### src/rtl/uart_pkg.sv
// Shared UART definitions: FSM state encodings used by the receiver, the
// transmitter and the formal harness, plus frame-size and timing defaults.
package uart_pkg;

    localparam int unsigned STATE_WIDTH = 4;

    localparam logic [3:0] IDLE   = 4'd0;
    localparam logic [3:0] START  = 4'd1;
    localparam logic [3:0] DATA_0 = 4'd2;
    localparam logic [3:0] DATA_1 = 4'd3;
    localparam logic [3:0] DATA_2 = 4'd4;
    localparam logic [3:0] DATA_3 = 4'd5;
    localparam logic [3:0] DATA_4 = 4'd6;
    localparam logic [3:0] DATA_5 = 4'd7;
    localparam logic [3:0] DATA_6 = 4'd8;
    localparam logic [3:0] DATA_7 = 4'd9;
    localparam logic [3:0] PARITY = 4'd10;
    localparam logic [3:0] STOP   = 4'd11;

    localparam int unsigned DEFAULT_INPUT_DATA_WIDTH           = 8;
    // start + data + parity + stop
    localparam int unsigned NUMBER_OF_BITS                     = DEFAULT_INPUT_DATA_WIDTH + 3;
    localparam int unsigned DEFAULT_CLOCKS_PER_BIT             = 8;
    localparam int unsigned DEFAULT_NUMBER_OF_RX_SYNCHRONIZERS = 3;

endpackage

### src/rtl/uart_rx_synchronizer.sv
// Flop chain bringing the asynchronous serial line into the clk domain.
// All stages reset to 1 so an idle (high) line never looks like a start edge.
// Ports:
//   clk     - clock
//   reset   - asynchronous active-low reset
//   async_i - asynchronous input
//   sync_o  - synchronized output (last stage of the chain)
module uart_rx_synchronizer #(
    parameter int unsigned DEPTH = 3
) (
    input  logic clk,
    input  logic reset,
    input  logic async_i,
    output logic sync_o
);

    logic [DEPTH-1:0] chain_q;
    logic [DEPTH-1:0] chain_d;

    // Shift form works for any depth, including a single stage.
    always_comb begin
        chain_d = (chain_q << 1) | DEPTH'(async_i);
    end

    always_ff @(posedge clk or negedge reset) begin
        if (!reset) begin
            chain_q <= '1;
        end else begin
            chain_q <= chain_d;
        end
    end

    assign sync_o = chain_q[DEPTH-1];

endmodule

### src/rtl/uart_rx.sv
// UART receiver: 1 start bit, INPUT_DATA_WIDTH data bits LSB-first, 1 parity
// bit, 1 stop bit. Each bit is sampled at mid-bit using a per-state counter.
// Ports:
//   clk            - sole clock
//   reset          - asynchronous active-low reset
//   serial_in      - asynchronous serial line, idles high
//   received_data  - payload of the last good frame
//   data_is_valid  - one-cycle pulse on a good stop bit
//   rx_error       - parity mismatch, only ever high with data_is_valid
//   framing_error  - one-cycle pulse when the stop bit is sampled low
//   busy           - high whenever the FSM is not idle
//   state          - current FSM state
import uart_pkg::*;

module uart_rx #(
    parameter int unsigned INPUT_DATA_WIDTH           = DEFAULT_INPUT_DATA_WIDTH,
    parameter int unsigned CLOCKS_PER_BIT             = DEFAULT_CLOCKS_PER_BIT,
    parameter int unsigned NUMBER_OF_RX_SYNCHRONIZERS = DEFAULT_NUMBER_OF_RX_SYNCHRONIZERS,
    parameter int unsigned PARITY_ODD                 = 0
) (
    input  logic                        clk,
    input  logic                        reset,
    input  logic                        serial_in,
    output logic [INPUT_DATA_WIDTH-1:0] received_data,
    output logic                        data_is_valid,
    output logic                        rx_error,
    output logic                        framing_error,
    output logic                        busy,
    output logic [3:0]                  state
);

    localparam int unsigned CNT_W = $clog2(CLOCKS_PER_BIT);
    localparam logic [CNT_W-1:0] HALF_LAST = CNT_W'(CLOCKS_PER_BIT / 2 - 1);
    localparam logic [CNT_W-1:0] FULL_LAST = CNT_W'(CLOCKS_PER_BIT - 1);
    localparam logic [3:0] LAST_DATA = DATA_0 + 4'(INPUT_DATA_WIDTH - 1);

    logic                        sync_rx;
    // Previous value of sync_rx, for falling-edge detection.
    logic                        sync_rx_prev_q;
    logic [3:0]                  state_q, state_d;
    logic [CNT_W-1:0]            cnt_q, cnt_d;
    logic [INPUT_DATA_WIDTH-1:0] shift_q, shift_d;
    logic                        perr_q, perr_d;
    logic [INPUT_DATA_WIDTH-1:0] received_data_q, received_data_d;
    logic                        data_valid_q, data_valid_d;
    logic                        rx_error_q, rx_error_d;
    logic                        framing_error_q, framing_error_d;

    uart_rx_synchronizer #(
        .DEPTH (NUMBER_OF_RX_SYNCHRONIZERS)
    ) u_sync (
        .clk     (clk),
        .reset   (reset),
        .async_i (serial_in),
        .sync_o  (sync_rx)
    );

    always_comb begin
        state_d         = state_q;
        cnt_d           = cnt_q + CNT_W'(1);
        shift_d         = shift_q;
        perr_d          = perr_q;
        received_data_d = received_data_q;
        data_valid_d    = 1'b0;
        rx_error_d      = 1'b0;
        framing_error_d = 1'b0;

        case (state_q)
            IDLE: begin
                cnt_d = '0;
                // Edge, not level: a line stuck low cannot retrigger.
                if (!sync_rx && sync_rx_prev_q) begin
                    state_d = START;
                end
            end
            START: begin
                if (cnt_q == HALF_LAST) begin
                    cnt_d   = '0;
                    state_d = sync_rx ? IDLE : DATA_0;
                end
            end
            PARITY: begin
                if (cnt_q == FULL_LAST) begin
                    cnt_d   = '0;
                    perr_d  = (^shift_q) ^ sync_rx ^ PARITY_ODD[0];
                    state_d = STOP;
                end
            end
            STOP: begin
                if (cnt_q == FULL_LAST) begin
                    cnt_d   = '0;
                    state_d = IDLE;
                    if (sync_rx) begin
                        received_data_d = shift_q;
                        data_valid_d    = 1'b1;
                        rx_error_d      = perr_q;
                    end else begin
                        framing_error_d = 1'b1;
                    end
                end
            end
            default: begin
                if (state_q >= DATA_0 && state_q <= LAST_DATA) begin
                    if (cnt_q == FULL_LAST) begin
                        cnt_d = '0;
                        // LSB arrives first, so after the last shift it sits at bit 0.
                        shift_d = {sync_rx, shift_q[INPUT_DATA_WIDTH-1:1]};
                        state_d = (state_q == LAST_DATA) ? PARITY : state_q + 4'd1;
                    end
                end else begin
                    cnt_d   = '0;
                    state_d = IDLE;
                end
            end
        endcase
    end

    always_ff @(posedge clk or negedge reset) begin
        if (!reset) begin
            sync_rx_prev_q  <= 1'b1;
            state_q         <= IDLE;
            cnt_q           <= '0;
            shift_q         <= '0;
            perr_q          <= 1'b0;
            received_data_q <= '0;
            data_valid_q    <= 1'b0;
            rx_error_q      <= 1'b0;
            framing_error_q <= 1'b0;
        end else begin
            sync_rx_prev_q  <= sync_rx;
            state_q         <= state_d;
            cnt_q           <= cnt_d;
            shift_q         <= shift_d;
            perr_q          <= perr_d;
            received_data_q <= received_data_d;
            data_valid_q    <= data_valid_d;
            rx_error_q      <= rx_error_d;
            framing_error_q <= framing_error_d;
        end
    end

    assign received_data = received_data_q;
    assign data_is_valid = data_valid_q;
    assign rx_error      = rx_error_q;
    assign framing_error = framing_error_q;
    assign busy          = (state_q != IDLE);
    assign state         = state_q;

endmodule

### config.mk
export PLATFORM = sky130hd
export DESIGN_NAME = uart_rx
export DESIGN_NICKNAME = d
export VERILOG_FILES = /design/src/rtl/uart_pkg.sv /design/src/rtl/uart_rx_synchronizer.sv /design/src/rtl/uart_rx.sv
export SDC_FILE = /design/constraint.sdc
export NUM_CORES = 1
export LEC_CHECK = 0
export ABC_AREA = 1
export BUFFER_PORTS_ARGS = -buffer_cell sky130_fd_sc_hd__buf_2
export CORE_MARGIN = 3
export CORE_UTILIZATION = 25
export DETAILED_ROUTE_END_ITERATION = 12
export SYNTH_ARGS = -nofsm -noshare
export SYNTH_HDL_FRONTEND = slang
export SYNTH_SLANG_ARGS = --single-unit
export TNS_END_PERCENT = 1
### constraint.sdc
create_clock -name clk -period 2.4 [get_ports clk]
set_input_delay 0.72 -clock clk [delete_from_list [all_inputs] [get_ports clk]]
set_output_delay 0.72 -clock clk [all_outputs]
set_load 0.005 [all_outputs]
==> implementation parameters, run 1 <==
Parameter                              Value

Timing
  Worst-case setup margin in the final layout ... about 0.3 ns
  Skew final ... approximately 0.004 ns
  Max Clk Rate ... around 480 MHz
  Crit path time final ... roughly 2.1 ns
  Aggregate negative setup slack ... 0 ns
  Hold WS ... ~0.36 ns
  Hold Vio Cnt, Final ... 0
  Slew at the pin closest to its max-slew limit ... between 0.6 and 0.7 ns
  Setup violation total in the final timing report ... 0
  Number of pins exceeding their max-slew limit in the final report ... 0
  Part of the cycle the worst path needs ... 87.2%
  Max-slew headroom ... ~55%
  RSZ-0062 raised after global routing ... no

Clocking
  Clock Latency Late Sink ... about 0.28 ns
  CTS tree ... built
  Maximum clock insertion buffer count ... 2
  Number of clock sinks ... 31
  Number of gates resized after cts ... 0
  Number of clock buffers inserted by TritonCTS ... 5
  Clock transition time at the flip-flop clock pins of the worst setup and hold paths ... about 0.060 ns
  Number of hold-repair buffers added at the cts stage ... 0
  Post-CTS Setup Bufs ... 0
  Root cell of the clock tree ... clkbuf_8
  H-tree depth ... 2

Critical path
  Critical register-to-register path startpoint ... state[1]$_DFFE_PN0P_
  Worst reg2reg path depth ... 9
  Critical path peak fanout ... 6
  Crit end category ... primary output
  Worst setup path startpoint ... state[0]$_DFFE_PN0P_
  Setup crit end ... busy
  Slack of the worst reg-to-reg path ... about 0.58 ns
  Endpoint arrival time on the critical path ... 1.37 ns
  Capture point of the worst reg-to-reg path ... shift_q[5]$_DFFE_PN0P_
  Critical path class ... reg2out
  Data required time of the critical path ... about 1.7 ns
  Startpoint class of the critical path ... flop

Synthesis
  Compound-gate portion of the synthesized area ... roughly 12%
  Main combinational cell family by area after synthesis ... simple AND/OR/NAND/NOR gates
  Predominant post-synthesis flop cell ... dfrtp_1
  Ys async rst share ... 100%
  Syn_area_per_cell ... between 8 and 9 um2
  Portion of netlist area occupied by mux cells ... 0.680%
  Post-synthesis instance area ... around 0.0017 mm2
  Most frequent cells after synthesis ... nand2_1 (56), dfrtp_1 (27), inv_1 (24)
  Number of distinct library cells after synthesis ... 29
  Post-Syn Nets ... between 200 and 250
  Post-synth top area share ... between 40% and 50%
  Portion of the post-synthesis area used by sequential elements ... ~47%
  Leading post-synthesis cells by cell area ... dfrtp_1 (41%), nand2_1 (13%), ha_1 (6.8%)
  Warning count from the yosys run ... 0
  Most used standard cell by instance count after synthesis ... nand2_1
  Total of flip-flops plus latches after synthesis ... 31
  Synth Area in Adders ... 6.80%
  Xor/xnor cell area share of the yosys netlist ... 1.06%
  Basic-gate share of the synthesized area counting and, or, nand and nor cells ... roughly 25%
  Number of flops mapped to enable cells by yosys ... 0
  Biggest area consumer among synthesized cells ... dfrtp_1
  Cells after synthesis ... ~190

Detailed routing
  Number of vias per cell after detailed routing ... between 4 and 5
  Vias after detailed routing ... 1,239
  Total Routed Length ... ~3000 um
  Number of optimization iterations in the first detailed-route pass ... 4
  Number of design-rule violations left by the first detailed-router iteration ... just under 90
  Final routed DRC violation total ... 0
  Detail-routed net length per standard cell ... between 10 and 15 um
  Number of antenna-violating nets in the routed design ... 0

Placement
  Placed Instances ... between 200 and 300
  Final estimated routing congestion in global placement ... roughly 0.86
  Count of buffers from port buffering ... 18
  Placed wire-length estimate ... 2250 um
  Worst setup timing slack at the placement stage ... ~0.58 ns

Run
  # Max-Cap Violations ... 0

Status
  Outcome ... finished clean

Final layout
  Final layout net count ... between 200 and 250
  Number of diodes ... 0
  Final-layout fill cell count ... between 600 and 700
  Layout overhead on the synthesized area ... 16.3%
  Final instance count without filler cells ... 293
  Share of layout cells above drive strength 1 ... 22.7%
  Multi-input gate area ... ~760 um2
  Area taken by flip-flops and latches ... a little under 800 um2

Global route
  Via count of the first global-routing pass ... between 1,000 and 1,500
  First-pass GRT wire length ... approximately 5200 um
  GRT overflow ... 0
  Antenna violations before repair ... 0
  Pin count of the biggest net entering global routing ... 32
  Global router's overall resource usage ... roughly 8.9%

Floorplan
  Area of the placeable core ... roughly 0.0064 mm2
  Initial Utilization ... about a quarter
  Die footprint ... 0.00763 mm2
  Die outline width ... between 80 and 90 um
  Height of the chip ... between 80 and 90 um
  Number of placed I/O pins ... 19
  Site Rows ... 29

Power
  Total power ... 1.49 mW
  Total power per unit cell area ... 774 mW/mm2
  Largest voltage drop on the vdd net ... between 300 and 400 uV
  Static leakage power ... about 1 nW

Hold path
  Type of the most critical hold path ... reg2reg
state kept, by name, summed over array words and instances (netlist names):
name / count
perr_q: 1
framing_error: 1
cnt_q: 3
sync_rx_prev_q: 1
u_sync.chain_q: 3
received_data: 8
state: 4
data_is_valid: 1
rx_error: 1
shift_q: 8
cell usage in the layout (no fill, tap or decap), types with 2 or more instances in the layout:
cell type and count:
nand2_4 2, o21ai_0 6, buf_2 18, nand3_1 8, a21oi_1 8, dfrtp_1 27, ha_1 9, o21a_1 2
o21ai_2 8, nand2_1 56, clkbuf_8 7, xor2_1 2, inv_1 24, nand4_1 2, nor2_2 2, dfstp_2 4
nor2_1 17
final cells by class:
cell class,count,area share (%)
multi-input combinational,134,39.3
clock buffer,7,5.00
inverter,24,4.68
timing repair buffer,19,5.07
sequential,31,40.5
tap,77,5.00
clock inverter,1,0.390
report_power, final:
group	leakage, nW	internal (mW)	switching, mW
combinational	0.534	0.168	0.280
clock	0.0505	0.261	0.190
sequential	0.415	0.559	0.0329
how the worst min path moves through the flow:
stage	start	cells past startpoint	endpoint	slack [ns]
after floorplan	u_sync.chain_q[0]$_DFF_PN1_	0	u_sync.chain_q[1]$_DFF_PN1_	0.35
after detailed placement	u_sync.chain_q[1]$_DFF_PN1_	0	u_sync.chain_q[2]$_DFF_PN1_	0.35
after global placement	u_sync.chain_q[1]$_DFF_PN1_	0	u_sync.chain_q[2]$_DFF_PN1_	0.35
final	u_sync.chain_q[1]$_DFF_PN1_	0	u_sync.chain_q[2]$_DFF_PN1_	0.36
after CTS	u_sync.chain_q[1]$_DFF_PN1_	0	u_sync.chain_q[2]$_DFF_PN1_	0.36
after global routing	u_sync.chain_q[0]$_DFF_PN1_	0	u_sync.chain_q[1]$_DFF_PN1_	0.37
layer usage:
metal / vias to the layer above / track usage (%) / routed length (um)
met5: - / 0 / 0
met2: 19 / 13.8 / 1340
met1: 560 / 10.9 / 1430
met3: 7 / 3.50 / 174
li1: 653 / - / -
met4: 0 / 3.77 / 65
kinds of logic after synthesis:
group	after synthesis
AO/OA/AOI/OAI	29
XOR/XNOR	2
adder cells (fa/ha/maj)	9
buffers and inverters	26
flip-flops	31
multiplexers	1
AND/OR/NAND/NOR	93
critical path: stages (launching register included):
cell and delay [ns]:
dfrtp_1 0.44, inv_1 0.15, ha_1 0.26, nand2_1 0.10, buf_2 0.15
stage by stage:
stage / instance area, um2 / utilization [%]
floorplan: 1660 / -
global placement: 1820 / 28.5
detailed placement: 1820 / 28.5
CTS: 1930 / 30.2
global route: 1930 / 30.2
finish: 1930 / 30.2
Power figures use the tool's default switching activity.
==> run 2: changes to the inputs <==
CORE_MARGIN = not set   (was 3)
==> run 2 against run 1 <==
  * Power rose by 5.3%
  * Cell area rose by 0.71%
  * Final cell count did not move
  * Highest routed layer unchanged
==> implementation parameters, run 2 (same netlist as run 1, synthesis figures left out) <==
Parameter                              Value

Critical path
  Capture point of the worst reg-to-reg path ... shift_q[5]$_DFFE_PN0P_
  Logic depth of the worst path, buffers included ... 4
  Crit end category ... primary output
  Cell at the slowest stage of the critical path ... dfrtp_1
  Endpoint arrival time on the critical path ... about 1.4 ns
  Worst setup path startpoint ... state[0]$_DFFE_PN0P_
  Data required time of the critical path ... 1.68 ns
  Buffers and inverters on the worst path ... 2
  Worst reg2reg path depth ... 9
  Critical path class ... reg2out
  Delay of the slowest critical-path stage ... roughly 0.43 ns
  Startpoint class of the critical path ... flop
  Critical register-to-register path startpoint ... state[1]$_DFFE_PN0P_
  Critical path peak fanout ... 6
  Cells along the critical path ... inv_1 -> ha_1 -> nand2_1 -> buf_2
  Category of cells accounting for the largest share of critical-path delay ... flip-flops
  Slack of the worst reg-to-reg path ... roughly 0.57 ns
  Setup crit end ... busy

Timing
  Skew final ... 0.00742 ns
  Number of pins exceeding their max-slew limit in the final report ... 0
  Max Clk Rate ... 483 MHz
  RSZ-0062 raised after global routing ... no
  Max-slew headroom ... 54.3%
  Worst-case setup margin in the final layout ... about 0.33 ns
  Setup violation total in the final timing report ... 0
  Crit path time final ... approximately 2.1 ns
  Slew at the pin closest to its max-slew limit ... 0.686 ns
  Part of the cycle the worst path needs ... between 80% and 90%
  Aggregate negative setup slack ... 0 ns
  Hold Vio Cnt, Final ... 0

Detailed routing
  Detail-routed net length per standard cell ... between 10 and 15 um
  Number of vias per cell after detailed routing ... 4.17
  Vias after detailed routing ... around 1,200
  Number of optimization iterations in the first detailed-route pass ... 4
  Final routed DRC violation total ... 0
  Total Routed Length ... 3070 um
  Number of design-rule violations left by the first detailed-router iteration ... 64
  Number of antenna-violating nets in the routed design ... 0

Floorplan
  Number of placed I/O pins ... 19
  Height of the chip ... ~83 um
  Die footprint ... between 0.006 and 0.007 mm2
  Site Rows ... 29
  Die outline width ... around 83 um
  Initial Utilization ... about a quarter
  Area of the placeable core ... 0.00639 mm2

Final layout
  Utilization after layout ... between 30% and 40%
  Commonest non-fill, non-tap cell in the layout ... nand2_1
  Layout overhead on the synthesized area ... 17.2%
  Share of layout cells above drive strength 1 ... a little under a quarter
  Most frequent cells in the layout ... nand2_1 (56), dfrtp_1 (27), inv_1 (24)
  Final layout net count ... about 230
  Number of diodes ... 0

Clocking
  Number of clock buffers inserted by TritonCTS ... 5
  Maximum clock insertion buffer count ... 2
  Number of hold-repair buffers added at the cts stage ... 0
  Root cell of the clock tree ... clkbuf_8
  Number of clock sinks ... 31
  Clock transition time at the flip-flop clock pins of the worst setup and hold paths ... about 0.060 ns
  Number of gates resized after cts ... 0
  CTS tree ... built
  Post-CTS Setup Bufs ... 0
  Clock Latency Late Sink ... about 0.28 ns
  H-tree depth ... 2

Global route
  GRT overflow ... 0
  Antenna violations before repair ... 0
  Global router's overall resource usage ... under 10%
  Pin count of the biggest net entering global routing ... 32
  Via count of the first global-routing pass ... roughly 1,200
  First-pass GRT wire length ... approximately 5500 um

Power
  Largest voltage drop on the vdd net ... between 300 and 400 uV
  Total power per unit cell area ... roughly 800 mW/mm2
  Static leakage power ... around 1.0 nW

Status
  Outcome ... finished clean

Placement
  Count of buffers from port buffering ... 18
  Placed wire-length estimate ... approximately 2200 um
  Final estimated routing congestion in global placement ... ~0.86
  Worst setup timing slack at the placement stage ... 0.590 ns

Hold path
  Type of the most critical hold path ... reg2reg

Run
  # Max-Cap Violations ... 0
run 2: cell types whose count changed in the layout (fill, tap and decap cells not counted), sizes merged:
cell	before	now
clkinvlp	1	0
bufinv	0	1
clkinv	0	1
clkbuf	7	6
run 2: worst min path at each step:
| stage | cells after the start | startpoint | slack, ns | end |
|---|---|---|---|---|
| 2_1_floorplan | 0 | u_sync.chain_q[0]$_DFF_PN1_ | 0.35 | u_sync.chain_q[1]$_DFF_PN1_ |
| 5_1_grt | 0 | u_sync.chain_q[1]$_DFF_PN1_ | 0.36 | u_sync.chain_q[2]$_DFF_PN1_ |
| 4_1_cts | 0 | u_sync.chain_q[1]$_DFF_PN1_ | 0.36 | u_sync.chain_q[2]$_DFF_PN1_ |
| 6_report | 0 | u_sync.chain_q[1]$_DFF_PN1_ | 0.36 | u_sync.chain_q[2]$_DFF_PN1_ |
| 3_5_place_dp | 0 | u_sync.chain_q[1]$_DFF_PN1_ | 0.35 | u_sync.chain_q[2]$_DFF_PN1_ |
| 3_3_place_gp | 0 | u_sync.chain_q[1]$_DFF_PN1_ | 0.35 | u_sync.chain_q[2]$_DFF_PN1_ |
run 2: report_power, final:
| group | switching (mW) | internal (mW) |
|---|---|---|
| Clock | 0.193 | 0.336 |
| Sequential | 0.0320 | 0.559 |
| Combinational | 0.281 | 0.169 |
| Total | 0.506 | 1.06 |
run 2: metal layers:
| layer | global-route usage, % | vias up | part of all wire, % | routed length (um) |
|---|---|---|---|---|
| met4 | 4.23 | 0 | 2.0 | 61 |
| met1 | 12.8 | 544 | 49 | 1520 |
| met2 | 15.3 | 21 | 44 | 1350 |
| met5 | 0 | - | 0 | 0 |
| met3 | 3.38 | 5 | 4.3 | 133 |
| li1 | - | 652 | - | - |
run 2: cell type report:
type,instances,area [um2]
clock buffers,6,82.6
clock inverters,2,35.0
fillers,696,4450
inverters,24,90.1
multi-input cells,134,757
flip-flops and latches,31,781
well taps,77,96.3
repair buffers,19,97.6
run 2: metrics by stage:
step	instance area [um2]	hold slack, ns	total power [mW]	std cells
2_1_floorplan	1660	0.345	0.939	191
3_3_place_gp	1820	0.345	1.05	285
3_5_place_dp	1820	0.347	1.05	285
4_1_cts	1940	0.356	1.59	293
5_1_grt	1940	0.360	1.68	293
6_report	1940	0.355	1.57	293
